## src/rtl/alu_pkg.sv

```systemverilog
// ---------------------------------------------------------------------------
// alu_pkg
//   Shared definitions for the alu_8bit datapath block.
//   - ALU_SEL_W : width of the operation-select bus
//   - alu_op_e  : the 16 opcodes, encoded 0..15 in the order below
// ---------------------------------------------------------------------------
package alu_pkg;

    localparam int ALU_SEL_W = 4;

    typedef enum logic [ALU_SEL_W-1:0] {
        ALU_ADD  = 4'd0,
        ALU_SUB  = 4'd1,
        ALU_MUL  = 4'd2,
        ALU_DIV  = 4'd3,
        ALU_SHL  = 4'd4,
        ALU_SHR  = 4'd5,
        ALU_ROL  = 4'd6,
        ALU_ROR  = 4'd7,
        ALU_AND  = 4'd8,
        ALU_OR   = 4'd9,
        ALU_XOR  = 4'd10,
        ALU_NOR  = 4'd11,
        ALU_NAND = 4'd12,
        ALU_XNOR = 4'd13,
        ALU_GT   = 4'd14,
        ALU_EQ   = 4'd15
    } alu_op_e;

endpackage : alu_pkg

```

## src/rtl/alu_comb.sv

```systemverilog
// ---------------------------------------------------------------------------
// alu_comb
//   Pure combinational opcode decode and datapath for alu_8bit. Produces the
//   value the output registers will capture on the next clock edge.
//
//   Ports:
//     a, b        : WIDTH-bit unsigned operands
//     alu_sel     : operation select (alu_op_e encoding)
//     next_result : WIDTH-bit result of the selected operation
//     next_carry  : carry / borrow / shift-out / overflow flag
// ---------------------------------------------------------------------------
module alu_comb
    import alu_pkg::*;
#(
    parameter int WIDTH = 8
) (
    input  logic [WIDTH-1:0]     a,
    input  logic [WIDTH-1:0]     b,
    input  logic [ALU_SEL_W-1:0] alu_sel,
    output logic [WIDTH-1:0]     next_result,
    output logic                 next_carry
);

    alu_op_e            op;
    logic [WIDTH:0]     sum;
    logic [2*WIDTH-1:0] prod;

    assign op   = alu_op_e'(alu_sel);
    // Widen before the operation so the carry and the high product half survive.
    assign sum  = {1'b0, a} + {1'b0, b};
    assign prod = {{WIDTH{1'b0}}, a} * {{WIDTH{1'b0}}, b};

    always_comb begin
        next_result = '0;
        next_carry  = 1'b0;
        case (op)
            ALU_ADD: begin
                next_result = sum[WIDTH-1:0];
                next_carry  = sum[WIDTH];
            end
            ALU_SUB: begin
                next_result = a - b;
                next_carry  = (a < b);
            end
            ALU_MUL: begin
                next_result = prod[WIDTH-1:0];
                next_carry  = |prod[2*WIDTH-1:WIDTH];
            end
            ALU_DIV: begin
                // Divide-by-zero saturates and raises the flag instead of
                // leaving the divider output undefined.
                if (b == '0) begin
                    next_result = '1;
                    next_carry  = 1'b1;
                end else begin
                    next_result = a / b;
                end
            end
            ALU_SHL: begin
                next_result = {a[WIDTH-2:0], 1'b0};
                next_carry  = a[WIDTH-1];
            end
            ALU_SHR: begin
                next_result = {1'b0, a[WIDTH-1:1]};
                next_carry  = a[0];
            end
            ALU_ROL:  next_result = {a[WIDTH-2:0], a[WIDTH-1]};
            ALU_ROR:  next_result = {a[0], a[WIDTH-1:1]};
            ALU_AND:  next_result = a & b;
            ALU_OR:   next_result = a | b;
            ALU_XOR:  next_result = a ^ b;
            ALU_NOR:  next_result = ~(a | b);
            ALU_NAND: next_result = ~(a & b);
            ALU_XNOR: next_result = ~(a ^ b);
            ALU_GT:   next_result = {{(WIDTH-1){1'b0}}, (a > b)};
            ALU_EQ:   next_result = {{(WIDTH-1){1'b0}}, (a == b)};
            default: begin
                next_result = '0;
                next_carry  = 1'b0;
            end
        endcase
    end

endmodule : alu_comb

```

## src/rtl/alu_8bit.sv

```systemverilog
// ---------------------------------------------------------------------------
// alu_8bit
//   Registered ALU: 16 operations on two WIDTH-bit unsigned operands, with
//   the result and flag captured on each rising clock (one-cycle latency).
//   There is no valid/ready handshake: a new operation is taken every cycle
//   and the outputs always reflect the inputs sampled one edge earlier.
//
//   Ports:
//     clk        : rising-edge clock
//     rst_n      : asynchronous active-low reset, clears all outputs
//     a, b       : WIDTH-bit unsigned operands
//     alu_sel    : operation select (alu_pkg::alu_op_e encoding)
//     alu_result : registered result
//     carryout   : registered carry / borrow / shift-out flag
//     zero       : registered "result is all zeros" flag
//                  (present only when ALU_ZERO_FLAG_EN is defined)
//
//   Build option: define ALU_ZERO_FLAG_EN to add the zero output.
// ---------------------------------------------------------------------------
module alu_8bit
    import alu_pkg::*;
#(
    parameter int WIDTH = 8
) (
    input  logic                 clk,
    input  logic                 rst_n,
    input  logic [WIDTH-1:0]     a,
    input  logic [WIDTH-1:0]     b,
    input  logic [ALU_SEL_W-1:0] alu_sel,
    output logic [WIDTH-1:0]     alu_result,
`ifdef ALU_ZERO_FLAG_EN
    output logic                 zero,
`endif
    output logic                 carryout
);

    logic [WIDTH-1:0] next_result;
    logic             next_carry;

    alu_comb #(
        .WIDTH (WIDTH)
    ) u_alu_comb (
        .a           (a),
        .b           (b),
        .alu_sel     (alu_sel),
        .next_result (next_result),
        .next_carry  (next_carry)
    );

    always_ff @(posedge clk or negedge rst_n) begin
        if (!rst_n) begin
            alu_result <= '0;
            carryout   <= 1'b0;
        end else begin
            alu_result <= next_result;
            carryout   <= next_carry;
        end
    end

`ifdef ALU_ZERO_FLAG_EN
    // Derived from the pre-register value so it lines up with alu_result.
    always_ff @(posedge clk or negedge rst_n) begin
        if (!rst_n) begin
            zero <= 1'b0;
        end else begin
            zero <= (next_result == '0);
        end
    end
`endif

endmodule : alu_8bit

```

## config.mk

```make
export PLATFORM = sky130hd
export DESIGN_NAME = alu_8bit
export DESIGN_NICKNAME = d
export VERILOG_FILES = /design/src/rtl/alu_pkg.sv /design/src/rtl/alu_comb.sv /design/src/rtl/alu_8bit.sv
export SDC_FILE = /design/constraint.sdc
export NUM_CORES = 1
export LEC_CHECK = 0
export BUFFER_PORTS_ARGS = -buffer_cell sky130_fd_sc_hd__buf_2
export CORE_ASPECT_RATIO = 1.75
export CORE_MARGIN = 1.5
export CORE_UTILIZATION = 30
export DETAILED_ROUTE_END_ITERATION = 7
export GPL_ROUTABILITY_DRIVEN = 1
export GPL_TIMING_DRIVEN = 0
export PLACE_DENSITY = 0.46
export SYNTH_ARGS = -nofsm -noshare
export SYNTH_HDL_FRONTEND = slang
export SYNTH_SLANG_ARGS = --single-unit
export TNS_END_PERCENT = 30
```

## constraint.sdc

```tcl
create_clock -name clk -period 0.8 [get_ports clk]
set_input_delay 0.16 -clock clk [delete_from_list [all_inputs] [get_ports clk]]
set_output_delay 0.16 -clock clk [all_outputs]
set_load 0.01 [all_outputs]
```

==> run metrics <==
multi-input logic area around 5500 sq um; maximum vdd drop approximately 0.70 mV; Worst slew margin between 30% and 40%; RSZ-0062 raised after global routing true; setup TNS -45.35 ns; # DRC 0; final-stage net count ~1000; critical-path maximum fanout 8; antenna violations before repair 1; post-route setup slack -8.73 ns; Overall Global Routing Usage 23.4%; drt first pass iters 5; initial core utilization between 30% and 40%; CTS tree yes; crit path launch b[7]; pin count of the biggest net entering global routing 17; final hold vios 0; Placer Congestion approximately 0.96; via/cell ratio about 5.6; Max Freq roughly 100 MHz; most common cell after layout, fill and taps aside nor2_1; P_leak 3.19 nW; Setup WS pre-CTS -10.17 ns; die height 181 um; Longest Clk Path Bufs 2; critical path capture point type flip-flop; Syn Area/Cell about 7.4 sq um; CTS sink cnt 9; CP Launch Type input pin; Syn Nets roughly 900; Critical Path Max Stage Delay approximately 0.5 ns; first-pass GRT wire length about 35000 um; GRT overflow 0; Worst-Margin Slew approximately 1.0 ns; most frequent cells in the layout 93 x nor2_1, 77 x ha_1, 73 x inv_1; maxcap violations 0; number of synthesized flops with an enable pin 0; crit share post-route 1190%; sequential element share of the synthesized area slightly above 4%; ANT cells 0; Cell Rows 65; Top FF cell, synth dfrtp_1; total power draw between 10 and 15 mW; area occupied by registers 225 sq um; Final Core Density between 40 and 50%; Syn Inst Count about 730; vias in the first global route approximately 6500; Layout area overhead 34.2%; Final setup viols 18; number of DRC markers in iteration 0 400; clk slew on worst S/H paths 0.04 ns; CTS Buf Count 3; yosys warns 0; FILL cells 1857; CP required 0.90 ns; #FFs+latches synth 9; vias between 5000 and 6000; wire per inst around 21 um; status finished with violations; Arr. time, crit path between 9 and 10 ns; Post-DRT Antenna Nets 0; clock root buffer clkbuf_16; die area approximately 19000 sq um; Hold Crit Class input pin to asynchronous set/reset pin; Die Wd between 100 and 150 um; PD cells 1430 nW/um^2; hold slack ~0.32 ns; Yosys cell types 64; PortBufs 30; Async SR Flop Fraction 100%; Final Max Slew Viols 0; Routed Wire Length between 20000 and 25000 um; failing checks negative setup slack; Post-DP HPWL 17300 um; H-tree Lvls 1; critical path's slowest cell or4_4; I/O pin count 31; Setup CP Type input pin to flip-flop; Cell Area, Synth 5460 sq um; share of cells above drive strength 1 around a quarter; Final min period approximately 9.5 ns; Core Area between 15000 and 20000 sq um
## synthesized netlist by cell type, drive strengths merged, types with 4 or more instances
master | number | area share (%)
nor2 | 105 | 7.2
ha | 99 | 23
inv | 80 | 5.5
a21oi | 46 | 4.2
o21ai | 46 | 4.2
nand2 | 42 | 2.9
fa | 38 | 14
nor3 | 23 | 2.1
clkbuf | 17 | 1.2
xnor2 | 16 | 2.6
mux2i | 15 | 2.8
o21a | 12 | 1.7
a211oi | 11 | 1.5
clkinv | 11 | 0.76
a21o | 10 | 1.4
nand3 | 10 | 0.92
dfrtp | 9 | 4.1
a31oi | 8 | 0.92
buf | 8 | 0.71
nor4 | 8 | 1.0
xor2 | 8 | 1.3
nor2b | 7 | 0.80
o22ai | 7 | 0.80
a22oi | 6 | 0.83
mux2 | 6 | 1.2
nand2b | 6 | 0.69
o211ai | 6 | 0.83
o221ai | 6 | 0.96
nor3b | 5 | 0.69
o31ai | 5 | 0.69
o22a | 4 | 0.64
or2 | 4 | 0.46
## sequential cells by signal, summed over array words and instances, names as in the netlist
name / cells
carryout: 1
alu_result: 8
## kinds of logic after synthesis
logic type / after synthesis / share of synthesized area (%)
AND/OR/NAND/NOR: 226 / 19.0
AO/OA/AOI/OAI: 200 / 24.2
adder cells (fa/ha/maj): 137 / 36.6
buffers and inverters: 116 / 8.14
XOR/XNOR: 24 / 3.85
multiplexers: 21 / 3.99
flip-flops: 9 / 4.13
## timing repair
| action | in CTS | in global routing |
|---|---|---|
| setup buffers | 44 | 15 |
| endpoints found under the setup margin | 18 | 18 |
| pin swaps | 28 | 44 |
| gates cloned | 2 | 0 |
| endpoints found under the hold margin | 9 | 0 |
| gates resized for setup | 81 | 73 |
| hold buffers | 1 | 0 |
## through the flow
step | area (sq um) | instances
after floorplan | 5660 | 733
after global placement | 6100 | 997
after detailed placement | 6110 | 997
after CTS | 6920 | 1047
after global routing | 7320 | 1062
final | 7320 | 1062
## area by class of cell
class	count	share of cell area [%]
multi-input cells	608	74.7
repair buffers	91	9.65
inverters	91	5.71
well taps	234	4.00
flip-flops and latches	9	3.08
plain buffers	25	1.83
clock buffers	4	1.08
## report_power, final
part	switching (mW)	internal [mW]
logic	5.12	3.96
registers	0.0180	0.527
clock network	0.191	0.663
## final timing paths
| check | depth (start not counted) | slack [ns] | to |
|---|---|---|---|
| worst max-delay path | 48 | -8.73 | alu_result[0]$_DFF_PN0_ |
| worst min-delay path | 2 | 0.32 | alu_result[4]$_DFF_PN0_ |
| max in group asynchronous | 2 | 0.31 | alu_result[1]$_DFF_PN0_ |
| min in group clk | 4 | 0.59 | alu_result[1]$_DFF_PN0_ |
## routing by layer
layer	up-vias	GRT usage, %	wire length, um
li1	2797	-	-
met1	2906	25.1	8310
met2	187	45.5	12000
met3	68	1.69	637
met4	2	10.8	1240
met5	-	0	12
## worst max-delay path: cells and delay by family
| family | cells | cell delay, ns |
|---|---|---|
| muxes | 2 | 0.62 |
| buffers and inverters | 6 | 0.90 |
| AOI/OAI and AO/OA | 24 | 4.21 |
| adders and majority gates | 7 | 2.01 |
| and+or+nand+nor | 9 | 1.70 |
Power figures use the tool's default switching activity.
